[config.mk]
export PLATFORM = sky130hd
export DESIGN_NAME = fifo_line_buffer_wr_ctrl
export DESIGN_NICKNAME = d
export VERILOG_FILES = /design/src/rtl/fifo_line_buffer_wr_ctrl.sv
export SDC_FILE = /design/constraint.sdc
export NUM_CORES = 1
export LEC_CHECK = 0
export BUFFER_PORTS_ARGS = -buffer_cell sky130_fd_sc_hd__clkbuf_2
export CORE_UTILIZATION = 34
export DETAILED_ROUTE_END_ITERATION = 6
export PLACE_DENSITY_LB_ADDON = 0.25
export SETUP_SLACK_MARGIN = 0.05
export SYNTH_ARGS = -nofsm -noshare
export SYNTH_HDL_FRONTEND = slang
export SYNTH_SLANG_ARGS = --single-unit
export TNS_END_PERCENT = 50
[constraint.sdc]
create_clock -name clk -period 3.7 [get_ports clk]
set_clock_uncertainty 0.05 [all_clocks]
set_input_delay 0.37 -clock clk [delete_from_list [all_inputs] [get_ports clk]]
set_output_delay 0.37 -clock clk [all_outputs]
set_load 0.01 [all_outputs]
[src/rtl/fifo_line_buffer_wr_ctrl.sv]
// fifo_line_buffer_wr_ctrl
//
// Write-side controller for the convolution line buffer. Moves one pixel at a
// time from the input AXI-Stream FIFO into one of KERNEL_DIMM BRAM banks (one
// bank per kernel row). A rotating bank pointer marks the newest row, and
// lines_valid counts completed rows, saturating at KERNEL_DIMM.
//
// Optional feature macro: FIFO_BRAM_WR_AUTO_LINE_EN
//   defined   : a write to the last column also advances the bank, exactly as
//               new_line does, in the same cycle as that write.
//   undefined : the column wraps to 0 within the same bank.
//
// Ports
//   clk, rst      clock; asynchronous active-high reset
//   req_pix       one-cycle request: fetch one pixel and store it
//   new_line      one-cycle command: advance to the next bank, column 0
//   pix_ctrl_ack  one-cycle completion pulse for req_pix or new_line
//   fifo_tdata    FIFO output data
//   fifo_tvalid   FIFO has data
//   fifo_tready   pop strobe to the FIFO
//   we_a          one-hot BRAM port-A write enable (bit i = bank i)
//   addr_a        BRAM port-A address (current column)
//   din_a         BRAM port-A write data
//   bank_sel      bank currently being written (newest row)
//   lines_valid   completed rows, saturating at KERNEL_DIMM
//   dbg_state     current FSM state (0 IDLE, 1 FETCH, 2 WRITE, 3 ACK)
//
// Handshake: a FIFO word transfers on a rising edge where fifo_tvalid and
// fifo_tready are both high. fifo_tready is raised only in FETCH and drops on
// the transfer edge, so each req_pix pops exactly one word. The requester side
// is command/ack: req_pix/new_line are honoured only in IDLE, and the next
// command must wait for pix_ctrl_ack.

module fifo_line_buffer_wr_ctrl #(
  parameter int KERNEL_DIMM = 3,
  parameter int LINE_WIDTH  = 16,
  parameter int PIX_W       = 8,
  localparam int ADDR_W     = $clog2(LINE_WIDTH),
  localparam int BANK_W     = $clog2(KERNEL_DIMM),
  localparam int LV_W       = $clog2(KERNEL_DIMM + 1)
) (
  input  logic                   clk,
  input  logic                   rst,
  input  logic                   req_pix,
  input  logic                   new_line,
  output logic                   pix_ctrl_ack,
  input  logic [PIX_W-1:0]       fifo_tdata,
  input  logic                   fifo_tvalid,
  output logic                   fifo_tready,
  output logic [KERNEL_DIMM-1:0] we_a,
  output logic [ADDR_W-1:0]      addr_a,
  output logic [PIX_W-1:0]       din_a,
  output logic [BANK_W-1:0]      bank_sel,
  output logic [LV_W-1:0]        lines_valid,
  output logic [1:0]             dbg_state
);

  typedef enum logic [1:0] {
    IDLE  = 2'd0,
    FETCH = 2'd1,
    WRITE = 2'd2,
    ACK   = 2'd3
  } state_t;

  localparam logic [KERNEL_DIMM-1:0] WE_ONE    = KERNEL_DIMM'(1);
  localparam logic [BANK_W-1:0]      LAST_BANK = BANK_W'(KERNEL_DIMM - 1);
  localparam logic [LV_W-1:0]        MAX_LINES = LV_W'(KERNEL_DIMM);
  localparam logic [ADDR_W-1:0]      LAST_COL  = ADDR_W'(LINE_WIDTH - 1);

  state_t            state;
  logic [ADDR_W-1:0] col;
  logic [BANK_W-1:0] bank;
  logic [BANK_W-1:0] bank_nxt;
  logic [LV_W-1:0]   lines_nxt;
  logic              col_last;

  // Column and bank registers drive the BRAM address/bank outputs directly,
  // so they hold steady from FETCH through WRITE.
  assign addr_a    = col;
  assign bank_sel  = bank;
  assign dbg_state = state;

  // Explicit wrap: KERNEL_DIMM and LINE_WIDTH need not be powers of two.
  always_comb begin
    bank_nxt  = (bank == LAST_BANK) ? '0 : bank + BANK_W'(1);
    lines_nxt = (lines_valid == MAX_LINES) ? lines_valid : lines_valid + LV_W'(1);
    col_last  = (col == LAST_COL);
  end

  always_ff @(posedge clk or posedge rst) begin
    if (rst) begin
      state        <= IDLE;
      col          <= '0;
      bank         <= '0;
      lines_valid  <= '0;
      we_a         <= '0;
      din_a        <= '0;
      fifo_tready  <= 1'b0;
      pix_ctrl_ack <= 1'b0;
    end else begin
      // Single-cycle strobes default low.
      we_a         <= '0;
      pix_ctrl_ack <= 1'b0;
      case (state)
        IDLE: begin
          // new_line has priority; a simultaneous req_pix is dropped.
          if (new_line) begin
            col          <= '0;
            bank         <= bank_nxt;
            lines_valid  <= lines_nxt;
            pix_ctrl_ack <= 1'b1;
            state        <= ACK;
          end else if (req_pix) begin
            fifo_tready <= 1'b1;
            state       <= FETCH;
          end
        end
        FETCH: begin
          // Wait as long as the FIFO is empty; the pop happens on this edge.
          if (fifo_tvalid) begin
            din_a       <= fifo_tdata;
            fifo_tready <= 1'b0;
            we_a        <= WE_ONE << bank;
            state       <= WRITE;
          end
        end
        WRITE: begin
          pix_ctrl_ack <= 1'b1;
          state        <= ACK;
          if (col_last) begin
            col <= '0;
`ifdef FIFO_BRAM_WR_AUTO_LINE_EN
            bank        <= bank_nxt;
            lines_valid <= lines_nxt;
`endif
          end else begin
            col <= col + ADDR_W'(1);
          end
        end
        ACK: begin
          state <= IDLE;
        end
        default: begin
          state <= IDLE;
        end
      endcase
    end
  end

endmodule

==> impl_metrics.py <==
metrics = {
    "sta": {
        "hold_violations": 0,
        "worstMarginPinSlew_ps": 862,
        "final_max_slew_viol_count": 0,
        "rsz0062_at_grt": "no",
        "tns_ps": 0,
        "min_period_over_period": 0.477,
        "slew_headroom": 0.425,
        "fmax_mhz": 567,
        "post-route-min-period_ps": 1760,
        "worst_slack_ps": 1940,
        "finalSetupViolCount": 0,
    },
    "routing": {
        "postRouteAntennaNets": 0,
        "vias": 747,
        "vias_per_cell": 4.85,
        "drt-initial-drc-count": 6,
        "wire_per_inst_um": 12.9,
        "first_pass_iters": 6,
        "wl_um": 1990,
        "remaining_drc_errors": 4,
    },
    "logic_synthesis": {
        "ys_seq_area_frac": 0.554,
        "synthDistinctLibCells": 25,
        "syn-mean-instance-area_um2": 12.1,
        "synth-seq-cells": 23,
        "ys.warnings.count": 0,
        "synth_cells": 86,
        "syn-cell-area_um2": 1040,
        "syn_nets": 104,
    },
    "placement": {
        "dpl_cell_area_um2": 1240,
        "io_buffers": 35,
        "placed_cells": 150,
        "pre_cts_ws_ps": 1950,
        "gp_congestion": 0.824,
        "dp_hpwl_um": 1510,
    },
    "job": {
        "max_cap_viol_count": 0,
    },
    "finish": {
        "final_area_um2": 1260,
        "drive_gt1_frac": 0.423,
        "num_antenna_cells": 0,
        "fin_cells": 154,
        "area_growth_syn_to_layout_pct": 21.7,
        "fill_cells": 278,
        "finalNetCount": 142,
    },
    "clock_network": {
        "clock_sinks": 23,
        "numCtsBuffers": 3,
        "htree_levels": 1,
        "tritoncts": "built",
        "postCtsSetupBuffers": 0,
        "clk_pin_slew_ps": 130,
        "cts-resized-gates": 0,
        "clock_latency_ps": 300,
        "clock-root-buffer": "clkbuf_4",
        "postCtsHoldBufs": 0,
        "cts.path.max_buffers": 2,
    },
    "worst_setup_path": {
        "cp_data_arrival_time_ps": 1910,
        "cp-end-kind": "register",
        "path_class": "register to register",
        "crit_fanout": 7,
        "worstPathRequired_ps": 3850,
        "slowest_delay_ps": 430,
        "critPathBufInv": 1,
        "cp-start-kind": "register",
        "crit_path_top_delay_cell": "dfrtp_1",
        "crit_family": "flip-flops",
        "path_cells": "inv_1 > ha_1 > nand2_2 > nor2_1 > mux2_2",
    },
    "pwr": {
        "ir_drop_v": 0.000339,
        "power.density_nw_per_um2": 844,
        "p_leak_nw": 0.669,
    },
    "die": {
        "die_h_um": 57.3,
        "ios": 36,
        "chipWidth_um": 57.3,
        "initial_core_util": 0.367,
        "rows": 19,
        "dieArea_um2": 3280,
        "core_area_um2": 2830,
    },
    "outcome": {
        "status": "finished with violations",
        "violations": "DRC",
    },
    "grt": {
        "grt_antenna_before_repair": 0,
        "grt_pass1_wl_um": 3360,
        "grt_usage": 0.133,
        "grt_pass1_vias": 743,
        "grt_remaining_overflow": 0,
        "grt_max_degree": 24,
    },
    "hold_path": {
        "hp-class": "input port to asynchronous set/reset pin",
    },
}
cell type report:
type                            count  area (um^2)  share of cell area
Inverter                            8         30.0              0.0238
Timing Repair Buffer               35          175               0.139
Clock buffer                        3         22.5              0.0178
Sequential cell                    23          576               0.455
Tap cell                           31         38.8              0.0307
Clock inverter                      1         5.00             0.00396
Multi-Input combinational cell     53          417               0.330
Yosys cell counts, drive strengths merged:
| cell | number | share of area |
|---|---|---|
| a32o | 1 | 0.0096 |
| nor3b | 2 | 0.014 |
| nor2b | 3 | 0.018 |
| o22ai | 1 | 0.012 |
| and3 | 1 | 0.0060 |
| dfrtp | 23 | 0.55 |
| ha | 5 | 0.060 |
| nor3 | 2 | 0.0096 |
| a31oi | 2 | 0.012 |
| a21o | 1 | 0.0072 |
| nand2 | 7 | 0.028 |
| buf | 2 | 0.016 |
| nor2 | 2 | 0.0072 |
| nand4 | 1 | 0.0060 |
| a21oi | 1 | 0.0048 |
| nand3 | 4 | 0.019 |
| nand2b | 1 | 0.013 |
| mux2i | 3 | 0.029 |
| mux2 | 10 | 0.11 |
| o21ai | 5 | 0.024 |
| xor2 | 1 | 0.0084 |
| inv | 8 | 0.029 |
worst paths after layout:
check / start / to / slack (ps) / cells after the start
max in group asynchronous: rst / we_a[2] / 2920 / 2
hold / removal: rst / dbg_state[1] / 160 / 2
setup / recovery: dbg_state[0] / lines_valid[1] / 1940 / 5
min in group clk: fifo_tdata[0] / din_a[0] / 240 / 2
setup reg to reg: dbg_state[0] / lines_valid[1] / 1940 / 5
hold reg to reg: addr_a[3] / addr_a[3] / 470 / 1
sequential cells by signal, summed over array words and instances (netlist names):
| register | count |
|---|---|
| addr_a | 4 |
| bank_sel | 2 |
| dbg_state | 2 |
| din_a | 8 |
| fifo_tready | 1 |
| lines_valid | 2 |
| pix_ctrl_ack | 1 |
| we_a | 3 |
report_power, final:
part / switching, mW / internal, mW
clock: 0.0725 / 0.0402
combinational: 0.260 / 0.236
sequential: 0.0924 / 0.365
total: 0.425 / 0.642
routing by layer:
| metal | routed length (um) | up-vias | GRT usage |
|---|---|---|---|
| met5 | 0 | - | 0 |
| met2 | 955 | 21 | 0.210 |
| met3 | 116 | 2 | 0.0317 |
| li1 | - | 371 | - |
| met1 | 895 | 353 | 0.178 |
| met4 | 24 | 0 | 0.0523 |
stage by stage:
step,util,power [mW],hold WS [ps]
final,0.447,1.07,158
after global routing,0.447,1.16,212
after CTS,0.447,1.08,190
after detailed placement,0.437,0.967,442
after global placement,0.437,0.943,438
after floorplan,-,0.787,322
cell families (layout without fill, tap and decap cells):
kind of cell    Yosys count  in the layout  synth area share
mux                      13             13             0.141
xor+xnor                  1              1           0.00844
compound gates           11             11            0.0699
fa+ha+maj                 5              5            0.0602
simple gates             23             23             0.122
flops                    23             23             0.554
buf+inv                  10             47            0.0446
cells in the final DEF (no fill, tap or decap), types with 2 or more instances in the layout:
cell      Yosys  final
nor3b_1       2      2
dfrtp_1      23     23
clkbuf_4      0      3
nor2b_1       3      3
mux2i_1       3      3
a31oi_1       2      2
nor3_1        2      2
ha_1          5      5
o21ai_0       5      5
nand2_1       6      6
mux2_2        9      9
inv_1         8      8
nand3_1       4      4
clkbuf_2      0     35
nor2_1        2      2
Power figures use the tool's default switching activity.
